===== config.mk =====
export PLATFORM = sky130hd
export DESIGN_NAME = ddram_arb
export DESIGN_NICKNAME = d
export VERILOG_FILES = /design/src/rtl/ddram_arb.sv
export SDC_FILE = /design/constraint.sdc
export NUM_CORES = 1
export LEC_CHECK = 0
export ABC_AREA = 1
export BUFFER_PORTS_ARGS = -buffer_cell sky130_fd_sc_hd__buf_2
export CORE_AREA = 5 5 173 175
export CTS_CLUSTER_DIAMETER = 150
export DETAILED_ROUTE_END_ITERATION = 12
export DIE_AREA = 0 0 178 180
export GPL_ROUTABILITY_DRIVEN = 0
export PLACE_DENSITY_LB_ADDON = 0.15
export SLEW_MARGIN = 5
export SYNTH_ARGS = -nofsm -noshare
export SYNTH_HDL_FRONTEND = slang
export SYNTH_SLANG_ARGS = --single-unit

===== constraint.sdc =====
create_clock -name clk_sys -period 2.1 [get_ports clk_sys]
set_input_delay 0.315 -clock clk_sys [delete_from_list [all_inputs] [get_ports clk_sys]]
set_output_delay 0.315 -clock clk_sys [all_outputs]
set_load 0.005 [all_outputs]

===== src/rtl/ddram_arb.sv =====
// Two-requester arbiter/sequencer for the DDRAM port. Port 0 issues read bursts,
// port 1 issues single-beat reads or writes. Only one transaction is outstanding.
module ddram_arb #(
  parameter int unsigned P0_MAX_BURST = 128,
  parameter int unsigned STARVE_LIMIT = 8
) (
  input  logic        clk_sys,
  input  logic        reset_n,

  input  logic        p0_req,
  input  logic [28:0] p0_addr,
  input  logic [7:0]  p0_burst,
  output logic        p0_ack,
  output logic [63:0] p0_dout,
  output logic        p0_dout_valid,

  input  logic        p1_req,
  input  logic        p1_we,
  input  logic [28:0] p1_addr,
  input  logic [63:0] p1_din,
  input  logic [7:0]  p1_be,
  output logic        p1_ack,
  output logic [63:0] p1_dout,
  output logic        p1_dout_valid,

  input  logic        DDRAM_BUSY,
  input  logic [63:0] DDRAM_DOUT,
  input  logic        DDRAM_DOUT_READY,
  output logic        DDRAM_RD,
  output logic        DDRAM_WE,
  output logic [28:0] DDRAM_ADDR,
  output logic [7:0]  DDRAM_BURSTCNT,
  output logic [63:0] DDRAM_DIN,
  output logic [7:0]  DDRAM_BE
);

  localparam int unsigned StarveW = (STARVE_LIMIT > 0) ? $clog2(STARVE_LIMIT + 1) : 1;
  localparam logic [StarveW-1:0] StarveMax = StarveW'(STARVE_LIMIT);
  localparam logic [StarveW-1:0] StarveOne = StarveW'(1);
  localparam logic [7:0]         MaxBurst  = 8'(P0_MAX_BURST);

  typedef enum logic [1:0] {StIdle, StIssue, StRdWait, StDone} state_e;

  state_e              state_q, state_d;
  logic                owner_q, owner_d;  // 0 = port 0, 1 = port 1
  logic [StarveW-1:0]  starve_q, starve_d;
  logic [7:0]          beat_q, beat_d;
  logic                rd_q, rd_d, we_q, we_d;
  logic [28:0]         addr_q, addr_d;
  logic [7:0]          burst_q, burst_d;
  logic [63:0]         din_q, din_d;
  logic [7:0]          be_q, be_d;
  logic                p0_ack_q, p0_ack_d, p1_ack_q, p1_ack_d;
  logic [63:0]         p0_dout_q, p0_dout_d, p1_dout_q, p1_dout_d;
  logic                p0_valid_q, p0_valid_d, p1_valid_q, p1_valid_d;

  logic [7:0] p0_eff;
  logic [7:0] beat_inc;
  logic       p1_wins;

  assign p0_eff   = (p0_burst == 8'd0)     ? 8'd1     :
                    (p0_burst > MaxBurst)  ? MaxBurst : p0_burst;
  assign beat_inc = beat_q + 8'd1;
  // Port 1 takes the slot when port 0 is absent or port 1 has waited long enough.
  assign p1_wins  = p1_req && (!p0_req || (starve_q == StarveMax));

  // Next-state, command loading, beat routing and starvation tracking.
  always_comb begin
    state_d    = state_q;
    owner_d    = owner_q;
    starve_d   = starve_q;
    beat_d     = beat_q;
    rd_d       = rd_q;
    we_d       = we_q;
    addr_d     = addr_q;
    burst_d    = burst_q;
    din_d      = din_q;
    be_d       = be_q;
    p0_ack_d   = 1'b0;
    p1_ack_d   = 1'b0;
    p0_dout_d  = p0_dout_q;
    p1_dout_d  = p1_dout_q;
    p0_valid_d = 1'b0;
    p1_valid_d = 1'b0;

    if (!p1_req) starve_d = '0;

    unique case (state_q)
      StIdle: begin
        if (p0_req || p1_req) begin
          beat_d  = 8'd0;
          state_d = StIssue;
          if (p1_wins) begin
            owner_d  = 1'b1;
            rd_d     = ~p1_we;
            we_d     = p1_we;
            addr_d   = p1_addr;
            burst_d  = 8'd1;
            din_d    = p1_we ? p1_din : 64'd0;
            be_d     = p1_we ? p1_be  : 8'hFF;
            starve_d = '0;
          end else begin
            owner_d = 1'b0;
            rd_d    = 1'b1;
            we_d    = 1'b0;
            addr_d  = p0_addr;
            burst_d = p0_eff;
            din_d   = 64'd0;
            be_d    = 8'hFF;
            if (p1_req && (starve_q != StarveMax)) starve_d = starve_q + StarveOne;
          end
        end
      end
      StIssue: begin
        if (!DDRAM_BUSY) begin
          rd_d     = 1'b0;
          we_d     = 1'b0;
          p0_ack_d = ~owner_q;
          p1_ack_d = owner_q;
          state_d  = we_q ? StDone : StRdWait;
        end
      end
      StRdWait: begin
        if (DDRAM_DOUT_READY) begin
          beat_d = beat_inc;
          if (owner_q) begin
            p1_dout_d  = DDRAM_DOUT;
            p1_valid_d = 1'b1;
          end else begin
            p0_dout_d  = DDRAM_DOUT;
            p0_valid_d = 1'b1;
          end
          if (beat_inc == burst_q) state_d = StIdle;
        end
      end
      StDone: begin
        // Ack cycle of a write; requests are not looked at until the requester drops req.
        state_d = StIdle;
      end
      default: state_d = StIdle;
    endcase
  end

  // State and registered outputs; async clear aborts any transaction.
  always_ff @(posedge clk_sys or negedge reset_n) begin
    if (!reset_n) begin
      state_q    <= StIdle;
      owner_q    <= 1'b0;
      starve_q   <= '0;
      beat_q     <= 8'd0;
      rd_q       <= 1'b0;
      we_q       <= 1'b0;
      addr_q     <= 29'd0;
      burst_q    <= 8'd0;
      din_q      <= 64'd0;
      be_q       <= 8'd0;
      p0_ack_q   <= 1'b0;
      p1_ack_q   <= 1'b0;
      p0_dout_q  <= 64'd0;
      p1_dout_q  <= 64'd0;
      p0_valid_q <= 1'b0;
      p1_valid_q <= 1'b0;
    end else begin
      state_q    <= state_d;
      owner_q    <= owner_d;
      starve_q   <= starve_d;
      beat_q     <= beat_d;
      rd_q       <= rd_d;
      we_q       <= we_d;
      addr_q     <= addr_d;
      burst_q    <= burst_d;
      din_q      <= din_d;
      be_q       <= be_d;
      p0_ack_q   <= p0_ack_d;
      p1_ack_q   <= p1_ack_d;
      p0_dout_q  <= p0_dout_d;
      p1_dout_q  <= p1_dout_d;
      p0_valid_q <= p0_valid_d;
      p1_valid_q <= p1_valid_d;
    end
  end

  assign p0_ack         = p0_ack_q;
  assign p0_dout        = p0_dout_q;
  assign p0_dout_valid  = p0_valid_q;
  assign p1_ack         = p1_ack_q;
  assign p1_dout        = p1_dout_q;
  assign p1_dout_valid  = p1_valid_q;
  assign DDRAM_RD       = rd_q;
  assign DDRAM_WE       = we_q;
  assign DDRAM_ADDR     = addr_q;
  assign DDRAM_BURSTCNT = burst_q;
  assign DDRAM_DIN      = din_q;
  assign DDRAM_BE       = be_q;

endmodule


==> results.txt, run 1 <==
----------------------------------------------------
[Run status]
  Status ... finished, final reports clean

[Synthesis]
  Compound-Gate Fraction of Synth Area ... 0.160
  Mapped Cells ... 1000
  Cell type contributing the most total cell area after synthesis ... dfrtp_1
  Adder-cell share of the synthesized area ... 0.00358
  Yosys warns ... 0
  Synth unique cells ... 32
  Count of flip-flops with a built-in enable after synthesis ... 0
  Combined area of all synthesized cells ... 0.0105 mm²
  Fraction of registers with async set/reset ... 1.00
  Synth top area cells ... dfrtp_1, nand2_1, o21ai_2, a22o_1, inv_1
  Per-instance average area after synthesis ... around 10 µm²
  Portion of netlist area occupied by mux cells ... 0
  Net Count, Synth ... ~1200
  Number of storage elements in the synthesis netlist ... 258
  Synth top area share ... 0.616
  Most frequent cells after synthesis ... dfrtp_1, nand2_1, inv_1
  Post-Synth XOR/XNOR Area ... 0.00251
  Largest family of logic cells by synthesized area ... compound AO/OA/AOI/OAI gates
  Most frequently used cell type in the post-synthesis netlist ... dfrtp_1
  Post-Synth Simple-Gate Area ... 0.148
  Portion of the post-synthesis area used by sequential elements ... 0.616
  Predominant post-synthesis flop cell ... dfrtp_1

[Pwr]
  Static Leakage ... 8.23 nW
  Max VDD drop ... between 0.0005 and 0.0006 V
  Power density over the cells ... 1260 mW/mm²

[Cells and area]
  Post-Layout Cell Count ... approximately 2000
  Non-Filler Cell Area, Final ... 0.0153 mm²
  Number of nets in the finished design ... 1782
  P&R area growth vs syn ... 45.9%
  Fraction of the core area covered by cells at the end of the flow ... 0.540
  Share of cells above drive strength 1 ... 0.399

[Floorplanning]
  Initial cell density of the core ... 0.370
  I/O pins ... around 450
  Die height ... roughly 180 µm
  Die outline width ... 178 µm
  Area of the core region ... between 0.02 and 0.03 mm²
  Die footprint ... 0.0320 mm²
  Floorplan row count ... 62

[Placed design]
  Half-perimeter wire length of the detailed placement result ... approximately 25 mm
  Post-detailed-placement cell area ... around 0.013 mm²
  Number of buffer cells added on primary ports ... 451
  Worst setup slack before clock tree synthesis ... around 0.27 ns
  Placed Cells ... ~1800

[Worst hold path]
  Hold Crit Class ... input port to flip-flop
  Count of cells along the worst hold path ... 2

[STA]
  Period utilisation layout ... 0.885
  Final Slew Violations ... 0
  Post-layout minimum cycle time ... roughly 1.9 ns
  Fin Setup TNS ... 0 ns
  Final worst-path setup slack ... about 0.24 ns
  Skew final ... 0.00939 ns
  Setup repair after global routing missed its margin ... no
  Number of setup violations in the final report ... 0
  Worst slew slack as a fraction of its limit ... 0.674
  Fmax ... 538 MHz
  Final hold violation count ... 0
  Measured slew at the worst slew-check pin ... roughly 0.49 ns

[CTS]
  Buffer depth of the longest clock path ... 3
  Clock tree from TritonCTS ... yes
  Clock slew at reported path FFs ... 0.06 ns
  H-tree level count ... 1
  Buffer count from post-CTS setup fixing ... 0
  Clock root buffer master ... clkbuf_16
  Clock latency on the worst-skew pair ... ~0.54 ns
  Count of clock tree sinks ... around 260
  Gates resized, CTS repair ... 0
  Post-CTS Hold Fix Bufs ... 119
  Number of clock buffers inserted by TritonCTS ... 29

[Critical path]
  Setup crit end kind ... flip-flop
  Kind of critical path ... flip-flop to flip-flop
  Data arrival time at the worst-slack endpoint ... 2.33 ns
  Reg2Reg Depth ... 8
  Critical Path Source Type ... flip-flop
  Req. time, crit path ... 2.57 ns
  Biggest fanout along the worst timing path ... 26

[Global route]
  Vias in the first global route ... around 9500
  First-pass GRT wire length ... 52.8 mm
  Global route total overflow ... 0
  Overall fraction of global-route tracks in use ... 0.207
  Pin count of the biggest net entering global routing ... between 90 and 100
  Antenna violations before repair ... 5

[Drt]
  Post-detailed-route wirelength per cell ... 17.4 µm
  Vias after detailed routing ... slightly above 9000
  Aggregate routed wire length ... 34.5 mm
  Detailed-route vias per instance ... about 4.7
  DRC violations left ... 0
  1st-pass router iterations ... 4
  Count of routing violations after the opening detailed-route iteration ... roughly 590
  Residual antenna-violating net count after detailed routing ... 0

[Job]
  Number of violations of the max-capacitance limit ... 0

----------------------------------------------------
-- final timing paths --
check	from	to	slack, ns
min in group asynchronous	reset_n	p1_dout[49]	0.30
min	p1_din[10]	DDRAM_DIN[10]	0.03
max reg2reg	state_q[1]	DDRAM_ADDR[14]	0.24
max	state_q[1]	DDRAM_ADDR[14]	0.24
max in group asynchronous	reset_n	p1_dout[32]	1.10
min reg2reg	p1_dout[58]	p1_dout[58]	0.48
-- sequential cells by signal (all words and copies together) (netlist names) --
signal and flops:
DDRAM_ADDR 29, DDRAM_BE 8, DDRAM_BURSTCNT 8, DDRAM_DIN 64
DDRAM_RD 1, DDRAM_WE 1, beat_q 8, owner_q 1
p0_ack 1, p0_dout 64, p0_dout_valid 1, p1_ack 1
p1_dout 64, p1_dout_valid 1, starve_q 4, state_q 2
-- metal layers --
metal,up-vias,track usage,wire (µm),share of wire
met3,61,0.0637,3440,0.10
met2,410,0.349,16800,0.49
li1,4431,-,-,-
met5,-,0,0,0
met1,4333,0.251,13200,0.38
met4,0,0.0727,1060,0.031
-- per-stage QoR --
step | total power (W) | hold slack [ns]
floorplan | 0.0112 | 0.0194
global placement | 0.0143 | 0.276
detailed placement | 0.0144 | 0.276
CTS | 0.0195 | 0.00334
global route | 0.0207 | 0.00741
finish | 0.0193 | 0.0316
-- logic make-up (layout without fill, tap and decap cells) --
logic type / Yosys count / count (layout)
XOR/XNOR: 3 / 3
AND/OR/NAND/NOR: 355 / 355
flip-flops: 258 / 258
AO/OA/AOI/OAI: 227 / 227
buffers and inverters: 154 / 746
other: 0 / 5
adder cells (fa/ha/maj): 3 / 3
-- final cells by class --
class | count | area (µm²)
clock buffers | 40 | 777
diodes | 5 | 12.5
well taps | 384 | 480
multi-input cells | 588 | 3300
fillers | 2592 | 13000
repair buffers | 594 | 3760
flip-flops and latches | 258 | 6460
inverters | 99 | 380
clock inverters | 13 | 124
-- critical path: stages (launching register included) --
cell	delay, ns
dfrtp_1	0.45
nor2_4	0.20
o21ai_4	0.12
inv_4	0.17
nand2_1	0.11
inv_2	0.34
buf_4	0.26
nand2_1	0.07
nand3_1	0.07
-- power by group --
part           switching [W]  internal (W)
Sequential           0.00116       0.00682
Clock                0.00201       0.00283
Combinational        0.00351       0.00297
-- layout by cell type, fill, tap and decap left out, drive strengths merged --
master and n:
buf 475, nand2 270, dfrtp 258, o21ai 140, dlygate4sd3 119, inv 99, a22o 64, nand3 56
clkbuf 40, nor2 23, o22ai 9, clkinv 9, o22a 8, diode 5, nand4 3, ha 3
xor2 2, o21bai 2, nor3 2, clkinvlp 2, bufinv 2, xnor2 1, a31oi 1, o32ai 1
and2 1, a32o 1, a21oi 1
(Power assumes the default switching activity.)
==> run 2, diff against run 1 <==
- CELL_PAD_IN_SITES_DETAIL_PLACEMENT: default -> 0
- CELL_PAD_IN_SITES_GLOBAL_PLACEMENT: default -> 1
- CORE_AREA: 5 5 173 175 -> default
- CORE_MARGIN: default -> 5
- CORE_UTILIZATION: default -> 35
- DIE_AREA: 0 0 178 180 -> default
==> results.txt, run 2 (synthesized netlist as in run 1, its figures left out) <==
----------------------------------------------------
[Drt]
  DRC violations left ... 0
  Detailed-route vias per instance ... about 4.7
  Count of routing violations after the opening detailed-route iteration ... 460
  Post-detailed-route wirelength per cell ... ~18 µm
  1st-pass router iterations ... 5
  Residual antenna-violating net count after detailed routing ... 0
  Aggregate routed wire length ... approximately 35 mm
  Vias after detailed routing ... between 9000 and 10000

[STA]
  Fmax ... around 550 MHz
  Setup repair after global routing missed its margin ... no
  Final Slew Violations ... 0
  Final hold violation count ... 0
  Skew final ... about 0.0097 ns
  Number of setup violations in the final report ... 0
  Fin Setup TNS ... 0 ns
  Period utilisation layout ... 0.861
  Worst slew slack as a fraction of its limit ... 0.648
  Measured slew at the worst slew-check pin ... between 0.5 and 0.6 ns
  Post-layout minimum cycle time ... 1.81 ns

[Critical path]
  Reg2Reg Depth ... 9
  RR Startpoint ... state_q[1]
  Flop-to-flop setup slack ... about 0.29 ns
  Worst setup startpoint ... state_q[1]
  Kind of critical path ... flip-flop to flip-flop
  Critical Path Source Type ... flip-flop
  Data arrival time at the worst-slack endpoint ... approximately 2.3 ns
  Biggest fanout along the worst timing path ... 19
  Req. time, crit path ... about 2.6 ns
  Setup crit end kind ... flip-flop
  R2R Path End ... DDRAM_BURSTCNT[5]

[Placed design]
  Number of buffer cells added on primary ports ... between 400 and 500
  Half-perimeter wire length of the detailed placement result ... approximately 26 mm

[Global route]
  Vias in the first global route ... 9642
  First-pass GRT wire length ... ~55 mm
  Global route total overflow ... 0
  Overall fraction of global-route tracks in use ... 0.204
  Pin count of the biggest net entering global routing ... between 90 and 100
  Antenna violations before repair ... 1

[CTS]
  H-tree level count ... 1
  Clock latency on the worst-skew pair ... between 0.5 and 0.6 ns
  Clock root buffer master ... clkbuf_16
  Count of clock tree sinks ... 258
  Clock tree from TritonCTS ... yes
  Clock slew at reported path FFs ... about 0.060 ns
  Buffer depth of the longest clock path ... 3
  Number of clock buffers inserted by TritonCTS ... 29

[Worst hold path]
  Launch instance of the worst min-delay path ... p1_addr[2]
  Hold Crit Class ... input port to flip-flop
  Count of cells along the worst hold path ... 3
  End point of the most critical hold path ... DDRAM_ADDR[2]

[Pwr]
  Overall power after layout ... 0.0200 W
  Max VDD drop ... roughly 0.00059 V
  Static Leakage ... 8.37 nW
  Power density over the cells ... 1280 mW/mm²

[Cells and area]
  Number of nets in the finished design ... between 1500 and 2000
  P&R area growth vs syn ... 48.8%
  Fraction of the core area covered by cells at the end of the flow ... 0.526
  Commonest cells after routing, fill and taps aside ... buf_2, dfrtp_1, nand2_1
  Share of cells above drive strength 1 ... 0.399
  Most common cell after layout, fill and taps aside ... buf_2

[Job]
  Number of violations of the max-capacitance limit ... 0

[Floorplanning]
  Die height ... 183 µm
  Floorplan row count ... 63
  Area of the core region ... between 0.02 and 0.03 mm²
  Die outline width ... between 150 and 200 µm
  I/O pins ... roughly 450
  Initial cell density of the core ... 0.354
  Die footprint ... ~0.034 mm²

[Run status]
  Status ... finished, final reports clean

----------------------------------------------------
run 2: changes by cell type in the layout (fill, tap and decap cells not counted), sizes merged, moves of 3 or more:
cell,change
bufinv,+3
clkbuf,+4
dlygate4sd3,+10
buf,+4
clkinv,-4
diode,-4
run 2: timing repair:
action	CTS	global route
hold buffers	129	0
endpoints found under the hold margin	151	0
resized for setup	0	0
setup buffers	0	0
setup endpoints to repair	0	0
run 2: power breakdown:
group,switching (W),internal [W]
Sequential,0.00113,0.00682
Combinational,0.00356,0.00303
Clock,0.00204,0.00337
Total,0.00673,0.0132
run 2: stage by stage:
stage                     setup slack (ns)  cell area [µm²]  hold WS, ns  std cells
after global placement               0.310            13300        0.306       1814
after CTS                            0.288            15600      0.00228       1997
after global routing                0.0819            15600       0.0191       1998
after detailed placement             0.312            13300        0.309       1814
after floorplan                      0.604            10500       0.0194       1000
final                                0.292            15600       0.0271       1998
run 2: layer usage:
metal	part of all wire	vias to the layer above	GRT usage
met2	0.49	369	0.344
met4	0.022	0	0.0501
met5	0	-	0
met3	0.082	51	0.0532
met1	0.41	4412	0.265
li1	-	4474	-
run 2: layout make-up:
| class | count | area (µm²) |
|---|---|---|
| flip-flops and latches | 258 | 6460 |
| clock inverters | 10 | 183 |
| inverters | 99 | 380 |
| repair buffers | 608 | 3940 |
| fillers | 2742 | 14000 |
| well taps | 390 | 488 |
| multi-input cells | 588 | 3300 |
| clock buffers | 44 | 842 |
| diodes | 1 | 2.50 |
run 2: worst max path at each step:
stage               slack (ns)  cells after the start                end
floorplan                 0.60                      9         state_q[1]
global placement          0.31                      9  DDRAM_BURSTCNT[5]
detailed placement        0.31                      9  DDRAM_BURSTCNT[5]
CTS                       0.29                      9  DDRAM_BURSTCNT[5]
global route              0.08                      9  DDRAM_BURSTCNT[5]
finish                    0.29                      9  DDRAM_BURSTCNT[5]
run 2: worst max-delay path: stages, from the launching register on:
cell and delay (ns):
dfrtp_1 0.45, nor2_4 0.20, o21ai_4 0.13, inv_4 0.18, nand2_1 0.11, inv_2 0.30
o21ai_1 0.14, inv_1 0.09, nand3_1 0.07, o21ai_1 0.07
